[src/rtl/io_keysw_device.sv]
// -----------------------------------------------------------------------------
// io_keysw_device
//   Memory-mapped key/switch input peripheral. Four active-low keys and ten
//   active-high switches are synchronized and debounced. The processor reads
//   them through two data registers. Two control registers hold a ready flag,
//   an overrun flag and an interrupt enable for each input group.
//
//   Register map (16-bit byte addresses):
//     FFF0 KDATA  (RO) {12'b0, pressed keys}
//     FFF2 SDATA  (RO) {6'b0, debounced switches}
//     FFF4 KCTRL  (RW) bit0 RDY (RO), bit1 OVR (write 0 clears), bit4 IE
//     FFF6 SCTRL  (RW) same layout as KCTRL, for the switches
//     other       reads 16'hDEAD
//
// Ports
//   clk       system clock; all state changes on its rising edge
//   reset     synchronous, active-high reset
//   dmemaddr  bus byte address
//   dmemin    store data
//   wrmem     store strobe (one cycle per store)
//   rdmem     load strobe (a load from a data register clears its RDY)
//   dmemout   load data, combinational from dmemaddr and register state
//   KEY       raw keys, asynchronous, active-low
//   SW        raw switches, asynchronous, active-high
//   irq       level interrupt, decoded from registered state only
// -----------------------------------------------------------------------------
module io_keysw_device #(
   parameter logic [15:0] DEB_CYCLES = 16'd50000
) (
   input  logic        clk,
   input  logic        reset,
   input  logic [15:0] dmemaddr,
   input  logic [15:0] dmemin,
   input  logic        wrmem,
   input  logic        rdmem,
   output logic [15:0] dmemout,
   input  logic [3:0]  KEY,
   input  logic [9:0]  SW,
   output logic        irq
);

   localparam logic [15:0] ADDR_KDATA = 16'hFFF0;
   localparam logic [15:0] ADDR_SDATA = 16'hFFF2;
   localparam logic [15:0] ADDR_KCTRL = 16'hFFF4;
   localparam logic [15:0] ADDR_SCTRL = 16'hFFF6;

   // Keys and switches share one input vector: bits [3:0] KEY, [13:4] SW.
   // Keys idle high (not pressed), switches idle low.
   localparam int          NB      = 14;
   localparam logic [NB-1:0] IN_RST = {10'b0, 4'hF};

   typedef struct packed {
      logic ie;
      logic ovr;
      logic rdy;
   } ctrl_t;

   logic [NB-1:0]       sync1, sync2, deb, deb_nxt;
   logic [NB-1:0][15:0] cnt, cnt_nxt;
   ctrl_t               kctrl, sctrl, kctrl_nxt, sctrl_nxt;
   logic                key_evt, sw_evt;
   logic                key_clr, sw_clr, kctrl_wr, sctrl_wr;

   // Only dmemin[1] (OVR) and dmemin[4] (IE) are writable.
   logic unused_dmemin;
   assign unused_dmemin = ^{dmemin[15:5], dmemin[3:2], dmemin[0]};

   // Debounce: a bit's counter runs only while the synchronized sample
   // disagrees with the debounced value. On the edge that completes
   // DEB_CYCLES disagreeing samples, the debounced bit takes the sample.
   always_comb begin
      // NOTE: every combinationally assigned signal gets a default first so no
      // path through the loop can leave it unassigned and infer a latch.
      deb_nxt = deb;
      cnt_nxt = '0;
      for (int i = 0; i < NB; i++) begin
         if (sync2[i] != deb[i]) begin
            if (cnt[i] == DEB_CYCLES - 16'd1) begin
               deb_nxt[i] = sync2[i];
            end else begin
               cnt_nxt[i] = cnt[i] + 16'd1;
            end
         end
      end
   end

   always_ff @(posedge clk) begin
      // NOTE: the counter array is plain flops, not a RAM, so it is reset along
      // with everything else to discard any debounce in progress.
      if (reset) begin
         sync1 <= IN_RST;
         sync2 <= IN_RST;
         deb   <= IN_RST;
         cnt   <= '0;
      end else begin
         // NOTE: non-blocking assignments let sync2 take the old sync1,
         // which is what forms the two-flop chain.
         sync1 <= {SW, KEY};
         sync2 <= sync1;
         deb   <= deb_nxt;
         cnt   <= cnt_nxt;
      end
   end

   assign key_evt  = (deb_nxt[3:0]  != deb[3:0]);
   assign sw_evt   = (deb_nxt[13:4] != deb[13:4]);
   assign key_clr  = rdmem && (dmemaddr == ADDR_KDATA);
   assign sw_clr   = rdmem && (dmemaddr == ADDR_SDATA);
   assign kctrl_wr = wrmem && (dmemaddr == ADDR_KCTRL);
   assign sctrl_wr = wrmem && (dmemaddr == ADDR_SCTRL);

   // A new event always wins. RDY is set even when a clearing load lands on
   // the same edge. OVR is set even when a store tries to clear it.
   // A change that coincides with a clearing load is not an overrun.
   function automatic ctrl_t ctrl_update(input ctrl_t cur, input logic evt,
                                         input logic clr, input logic wr,
                                         input logic din_ovr, input logic din_ie);
      ctrl_t n;
      n     = cur;
      n.rdy = evt | (cur.rdy & ~clr);
      if (wr) begin
         n.ie = din_ie;
      end
      if (evt && cur.rdy && !clr) begin
         n.ovr = 1'b1;
      end else if (wr && !din_ovr) begin
         n.ovr = 1'b0;
      end
      return n;
   endfunction

   assign kctrl_nxt = ctrl_update(kctrl, key_evt, key_clr, kctrl_wr, dmemin[1], dmemin[4]);
   assign sctrl_nxt = ctrl_update(sctrl, sw_evt,  sw_clr,  sctrl_wr, dmemin[1], dmemin[4]);

   always_ff @(posedge clk) begin
      if (reset) begin
         kctrl <= '0;
         sctrl <= '0;
      end else begin
         kctrl <= kctrl_nxt;
         sctrl <= sctrl_nxt;
      end
   end

   function automatic logic [15:0] ctrl_word(input ctrl_t c);
      return {11'b0, c.ie, 2'b0, c.ovr, c.rdy};
   endfunction

   always_comb begin
      dmemout = 16'hDEAD;
      case (dmemaddr)
         ADDR_KDATA: dmemout = {12'b0, ~deb[3:0]};
         ADDR_SDATA: dmemout = {6'b0, deb[13:4]};
         ADDR_KCTRL: dmemout = ctrl_word(kctrl);
         ADDR_SCTRL: dmemout = ctrl_word(sctrl);
         default:    dmemout = 16'hDEAD;
      endcase
   end

   assign irq = (kctrl.rdy & kctrl.ie) | (sctrl.rdy & sctrl.ie);

endmodule

[config.mk]
export PLATFORM = sky130hd
export DESIGN_NAME = io_keysw_device
export DESIGN_NICKNAME = d
export VERILOG_FILES = /design/src/rtl/io_keysw_device.sv
export SDC_FILE = /design/constraint.sdc
export NUM_CORES = 1
export LEC_CHECK = 0
export ABC_AREA = 1
export ABC_CLOCK_PERIOD_IN_PS = 2300
export BUFFER_PORTS_ARGS = -buffer_cell sky130_fd_sc_hd__buf_2
export CAP_MARGIN = 20
export CORE_AREA = 2 2 179 181
export CTS_BUF_LIST = sky130_fd_sc_hd__clkbuf_8
export DETAILED_ROUTE_END_ITERATION = 10
export DIE_AREA = 0 0 181 183
export SLEW_MARGIN = 15
export SYNTH_ARGS = -nofsm -noshare
export SYNTH_HDL_FRONTEND = slang
export SYNTH_SLANG_ARGS = --single-unit
[constraint.sdc]
create_clock -name clk -period 2.3 [get_ports clk]
set_clock_uncertainty 0.15 [all_clocks]
set_input_delay 0.115 -clock clk [delete_from_list [all_inputs] [get_ports clk]]
set_output_delay 0.115 -clock clk [all_outputs]
set_load 0.02 [all_outputs]
**Word level (Yosys, flattened, before mapping)**

Index checks and enable logic that the tools add are counted.

- Muxes and demuxes: 33
- Add/sub/neg operators: 14
- Reduce and logical (&&, ||, !) cells: 29
- Equal/unequal tests: 34
- Bitwise operators: 24

Operators with widths:

| kind | count |
|---|---|
| $eq 16x16->1 const B | 18 |
| $add 16x1->16 const B | 14 |
| $pmux 16 s4 | 1 |
| $reduce_or 3->1 | 14 |
| $mux 1 | 32 |
| $not 1->1 | 16 |
| $ne 1x1->1 | 14 |
| $logic_and 1x1->1 | 10 |
| $ne 10x10->1 | 1 |
| $and 1x1->1 | 4 |
| $ne 4x4->1 | 1 |
| $not 4->4 | 1 |
| $reduce_bool 2->1 | 2 |
| $logic_not 1->1 | 3 |
| $or 1x1->1 | 3 |

- Bits of input ports: 50
- Flip-flop bits (word level): 272

**Longest topological paths before layout**

Gate-level depths: netlist (run 1).

- Depth in word-level cells: 7
- Mapped depth: 11
- Gate-level depth less buffers: 11

**Worst setup path before layout (run 1)**

Ideal clock, no wire load.

- Kind: flip-flop to flip-flop
- Start point: register cnt[176] in the netlist's numbering
- End point: register cnt[190] in the netlist's numbering
- Buffers on the path: 0
- Data arrival time: 1,385 ps
- Cell stages (with the launch flop): 12
- Path slack: 648 ps
- Clock period less this slack: 1,652 ps
- Setup time: 117 ps
- Cell sequence: dfxtp_1 > ha_1 > nand2_1 > nor2_1 > nand2_1 > inv_1 > nand2_1 > nor2_2 > nand2_1 > nor3_2 > xor2_1 > nor2_1

- Cells in the longest elaborated chain, start to end: 2
- Elaborated cells on any way between the ends: 3
- Classes of those cells: 1 x add/sub; 1 x eq/ne; 1 x reduce/logical

Ends and longest elaborated chain:

| element | line | RTL |
|---|---|---|
| start: declaration | 59 | `logic [NB-1:0][15:0] cnt, cnt_nxt;` |
| start signal: assignment | 101 | `cnt <= cnt_nxt;` |
| parallel branches: the longest is 2 deep, another holds $add 16x1->16 | - |  |

Several ways; the timed one is not identified.
A chain may end at the register's enable or synchronous reset.

**Final worst setup path (run 1)**

- Start point: register cnt[0] in the netlist's numbering
- End point: register kctrl[0] in the netlist's numbering

- Cells in the longest elaborated chain, start to end: 5

Ends and longest elaborated chain:

| element | line | RTL |
|---|---|---|
| $eq 16x16->1 | 78 | `if (cnt[i] == DEB_CYCLES - 16'd1) begin` |
| $mux 1 | 78 |  |
| $mux 1 | 77 | `if (sync2[i] != deb[i]) begin` |
| $ne 4x4->1 | 105 | `assign key_evt = (deb_nxt[3:0] != deb[3:0]);` |
| $or 1x1->1 | 120 | `n.rdy = evt \| (cur.rdy & ~clr);` |
| end signal: assignment | 140 | `kctrl <= kctrl_nxt;` |
| end: declaration | 60 | `ctrl_t kctrl, sctrl, kctrl_nxt, sctrl_nxt;` |

No other way between the ends.

==> summary.txt, run 1 <==
Syn_nets: 1696
Avg Inst Size Synth: 7.56 um2
Total power: 9370 uW
Critical path class: reg -> reg
Post-DRT Antenna Nets: 0
Least-Margin Pin Slew: 0.640 ns
Starting Density: 39.5%
Worst setup path endpoint: kctrl[0]
Async S/R FF share, synth: 0%
Crit path required time: 2.64 ns
Slew HR: 57.2%
Vias in the first global route: 9749
Slowest cell delay on critical path: 0.55 ns
Vias per std cell: 4.72
N_diodes: 0
Sw frac: 21.8%
IO Count: 67
Yosys reg bits: 272
Pre-CTS setup slack: 0.265 ns
RD Place Congestion: 0.828
Post-synth cell types: 48
P&R area growth vs syn: 17.3%
Setup TNS: 0 ns
Xor and xnor area share after synthesis: 4.26%
Top_reg_cell synth: dfxtp_1
Cell area after synthesis: 12300 um2
Max layer used: met4
R2R setup slack: 0.19 ns
Pin count of the biggest net entering global routing: 46
Sw Pwr: 2050 uW
Met1 WL: 11900 um
Synthesized instance count: 1632
Met2 wire length: 10800 um
Min cycle time layout: 2.11 ns
Final WS setup: 0.195 ns
Reg2reg end: kctrl[0]
Met3 wire length: 1000 um
Hold_ws: 0.0497 ns
Drt wl/cell: 11.0 um
GR Overflow Total: 0
First-pass GRT wire length: 42000 um
Min-Delay Path Class: in -> reg
Max Cap Violations: 0
CTS buffer count: 47
Clk root buf: clkbuf_8
Critical Path End Type: register
FF-to-FF path depth: 10
Static Leak: 0.00546 uW
Post-Synth Adder-Cell Area: 1.42%
Port bufs: 51
Nets@finish: 1827
Combinational power share: 2.1%
Post-synth EDFFs: 0
Fmax: 475 MHz
Post-synthesis sequential area ratio: 44.1%
CP Launch Type: register
Clock tree sinks: 272
Pins over their slew limit: 0
Power per cell area: 647 nW/um2
DRT Wirelength: 24200 um
Crit path cell chain: ha_1 -> nand2_1 -> inv_1 -> nand2_1 -> nor2_1 -> nand4_1 -> o21ai_2 -> nor2_1 -> a21oi_1 -> dlygate4sd3_1
# DRC: 0
Chip height: 183 um
Antenna violations before repair: 0
Detail Placement HPWL: 17100 um
Crit path DAT: 2.45 ns
Layout cells sized above 1: 14.2%
RSZ-0062 raised after global routing: no
H-tree depth: 2
DRT iter0 DRCs: 426
Final hold vios: 0
VDD IR max: 0.421 mV
Gr usage total: 14.8%
Clock latency on the worst-skew pair: 0.56 ns
Die X: 181 um
Largest family of logic cells by synthesized area: simple AND/OR/NAND/NOR gates
Pre-antenna DRT Iters: 5
Outcome: finished, final reports clean
Synth Area in Simple Gates: 34.2%
CTS max path bufs: 3
Rows: 65
Synth Area in Compound Gates: 7.92%
Clock power frac: 47.1%
Ys Warns: 0
Critical path's slowest cell: dlygate4sd3_1
Total core area: 31200 um2
Seq pwr share: 50.8%
Crit path from: cnt[0]
Period utilisation layout: 91.5%
Power Internal: 7330 uW
Mux contribution to synthesized area: 0%
Setup violators final: 0
Area of the die: 33100 um2
Crit path max fanout: 3
Vias after detailed routing: 10400
Clock-pin slew on the worst setup and hold paths: 0.06 ns
CTS tree: built
Worst r2r src: cnt[0]
-- layer usage --
metal / track usage [%] / vias to the layer above
met5: 0 / -
met4: 4.42 / 0
met3: 3.02 / 40
met2: 25.4 / 136
met1: 18.8 / 4639
li1: - / 5541
-- worst min-delay path by stage --
stage                      startpoint       end  depth (start not counted)
after floorplan                KEY[0]  sync1[0]                          1
after global placement         KEY[1]  sync1[1]                          2
after detailed placement       KEY[3]  sync1[3]                          2
after CTS                 dmemaddr[8]  sctrl[1]                          8
after global routing      dmemaddr[8]  sctrl[1]                          8
final                     dmemaddr[8]  sctrl[1]                          8
-- repair_timing --
item                                    4_1_cts  5_1_grt
endpoints found under the setup margin        0        1
buffers inserted                              0        1
hold buffers                                 41        0
hold endpoints to repair                     48        0
gates resized for setup                       0        8
-- final cells by class --
cell class,instances,area (um2)
Inverter,228,857
Clock buffer,61,840
Clock inverter,18,120
Multi-Input combinational cell,1108,5930
Tap cell,402,503
Sequential cell,272,5450
Fill cell,3142,16800
Timing Repair Buffer,106,783
-- metrics by stage --
step / instances / area, um2 / util, %
global route: 2195 / 14500 / 46.4
finish: 2195 / 14500 / 46.4
floorplan: 1632 / 12300 / -
detailed placement: 2074 / 13100 / 41.9
CTS: 2194 / 14400 / 46.3
global placement: 2074 / 13100 / 41.9
-- state kept, by name (all words and copies together), names as in the netlist --
signal  cells
sync2      14
sctrl       3
deb        14
kctrl       3
sync1      14
cnt       224
-- worst max-delay path, delay by kind of cell, from the launching register on --
family | cells | cell delay (ns)
flip-flops | 1 | 0.34
buffers and inverters | 2 | 0.63
adder cells (fa/ha/maj) | 1 | 0.16
AND/OR/NAND/NOR | 5 | 0.47
AO/OA/AOI/OAI | 2 | 0.31
-- cells by family (layout without fill, tap and decap cells) --
family,Yosys count,in the layout
xor+xnor,60,60
simple gates,861,861
fa+ha+maj,14,14
compound gates,172,172
flops,272,272
other cells,1,1
buf+inv,252,413
-- synth_stat cells (14+ instances only) --
library cell	number	area share [%]
dfxtp_1	272	44
nor2_1	259	7.9
nand2_1	245	7.4
inv_1	218	6.6
a21oi_1	94	3.8
nand3_1	92	3.7
nor3_1	73	3.0
xor2_1	41	2.9
nand4_1	33	1.7
nor3b_1	30	1.8
o21ai_0	28	1.1
nor2_2	25	1.3
or2_2	22	1.1
xnor2_1	19	1.3
ha_1	14	1.4
-- power groups by stage --
stage          clock network, uW  logic, uW  registers, uW
3_5_place_dp                   0        156           4860
3_3_place_gp                   0        154           4860
2_1_floorplan                  0       95.4           4860
5_1_grt                     4790        224           4760
4_1_cts                     4580        200           4760
6_report                    4410        200           4760
-- layout by cell type, fill, tap and decap left out, drive strengths merged, types with 32 or more instances in the layout --
master       synthesis  routed
dlygate4sd3          0      41
nor3b               36      36
xor2                41      41
or2                 32      32
nor3                93      93
clkbuf               3      61
nand3              104     104
a21oi               95      95
nand2              253     253
buf                 21      65
dfxtp              272     272
nor2               289     289
nand4               36      36
inv                227     237
Power figures use the tool's default switching activity.
==> inputs of run 2 (changes only) <==
- PLACE_DENSITY: not set -> 0.64
==> run 2 against run 1 <==
Compared with the run above: sequential share of layout area decreased by 0.063 points; cell count grew 0.23%; power rose by 1.0%; sequential power barely moved; hold slack better by 0.043 ns.
==> summary.txt, run 2 (synthesized netlist as in run 1, its figures left out) <==
Crit path required time: 2.65 ns
Pins over their slew limit: 0
RSZ-0062 raised after global routing: no
Pre-antenna DRT Iters: 5
Nets@finish: 1826
Vias per std cell: 4.78
VDD IR max: 0.447 mV
Post-DRT Antenna Nets: 0
Layout cells sized above 1: 14.1%
Critical path class: reg -> reg
Vias in the first global route: 10200
Crit path DAT: 2.48 ns
Min cycle time layout: 2.13 ns
CTS buffer count: 45
Hold EP: sctrl[0]
Detail Placement HPWL: 17500 um
Total core area: 31200 um2
Clock tree sinks: 272
Crit path from: cnt[16]
Starting Density: 39.5%
Most frequent cells in the layout: dfxtp_1, nor2_1, nand2_1, inv_1, a21oi_1
Port bufs: 51
Pin count of the biggest net entering global routing: 46
Power per cell area: 653 nW/um2
CTS max path bufs: 3
Antenna violations before repair: 0
Critical Path End Type: register
Gr usage total: 15.4%
IO Count: 67
Outcome: finished, final reports clean
Drt wl/cell: 11.3 um
Crit path max fanout: 3
Cell area after layout: 14500 um2
Period utilisation layout: 92.8%
Chip height: 183 um
Area of the die: 33100 um2
Reg2reg end: kctrl[1]
Max Cap Violations: 0
Min-Delay Path Class: in -> reg
Clock-pin slew on the worst setup and hold paths: 0.06 ns
Slew HR: 65.9%
First-pass GRT wire length: 43700 um
Static Leak: 0.00550 uW
CP Launch Type: register
Most common cell after layout, fill and taps aside: dfxtp_1
DRT Wirelength: 24800 um
# DRC: 0
FF-to-FF path depth: 11
Final hold vios: 0
Setup TNS: 0 ns
Hold path depth: 7
Least-Margin Pin Slew: 0.510 ns
N_diodes: 0
Clock latency on the worst-skew pair: 0.56 ns
DRT iter0 DRCs: 488
Fmax: 469 MHz
Placed instance area: 13100 um2
R2R setup slack: 0.17 ns
RD Place Congestion: 0.814
GR Overflow Total: 0
Die X: 181 um
Largest register FFs: 224
Vias after detailed routing: 10500
Setup violators final: 0
Rows: 65
HP Start: dmemaddr[2]
Largest register by flop count: cnt
Worst r2r src: cnt[16]
CTS tree: built
Clk root buf: clkbuf_8
P&R area growth vs syn: 17.5%
H-tree depth: 2
==> run 2: cell count changes in the layout (fill, tap and decap cells not counted), sizes merged <==
| cell | previous run | this run |
|---|---|---|
| bufinv | 1 | 2 |
| inv | 237 | 246 |
| buf | 65 | 66 |
| clkinvlp | 1 | 0 |
| clkinv | 7 | 2 |
==> run 2: how the worst max path moves through the flow <==
stage,end,slack (ns),cells after the start
finish,kctrl[1],0.17,11
global route,kctrl[1],0.003,10
CTS,kctrl[0],0.03,10
detailed placement,dmemout[5],0.22,8
global placement,dmemout[5],0.23,8
floorplan,cnt[190],0.65,11
==> run 2: what timing repair did <==
action	CTS	global route
endpoints found under the hold margin	49	0
resized for setup	0	11
hold buffers	41	0
setup buffers	0	1
endpoints found under the setup margin	0	2
==> run 2: report_power, final <==
group          switching, uW  internal (uW)  leakage [uW]
Combinational            106           95.4       0.00273
Clock                   1930           2580      0.000571
Sequential              16.5           4740       0.00220
Total                   2050           7420       0.00550
==> run 2: cell type report <==
class / instances / area, um2
Clock buffer: 61 / 840
Clock inverter: 22 / 141
Fill cell: 3147 / 16700
Inverter: 228 / 857
Multi-Input combinational cell: 1108 / 5930
Sequential cell: 272 / 5450
Tap cell: 402 / 503
Timing Repair Buffer: 107 / 791
==> run 2: critical path: stages, from the launching register on <==
cell,delay [ns]
dfxtp_2,0.34
ha_2,0.18
nand2_1,0.08
inv_2,0.07
nand2_2,0.06
nor2_2,0.12
buf_4,0.13
nand4_1,0.11
nand2_1,0.13
o21bai_1,0.08
a21oi_1,0.11
dlygate4sd3_1,0.54
==> run 2: per-layer routing <==
| metal | GRT usage (%) | part of all wire, % |
|---|---|---|
| met5 | 0 | 0 |
| met4 | 5.11 | 2.0 |
| met3 | 2.74 | 4.5 |
| met2 | 27.0 | 46 |
| met1 | 19.1 | 48 |
==> run 2: metrics by stage <==
stage	worst slack, ns	instances	total power, uW	utilization (%)	hold slack (ns)
global route	0.00269	2200	9860	46.4	0.103
detailed placement	0.217	2075	5020	41.9	0.162
finish	0.166	2200	9470	46.4	0.0924
CTS	0.0273	2199	9640	46.3	0.0456
floorplan	0.648	1632	4950	-	0.0688
global placement	0.234	2075	5020	41.9	0.155
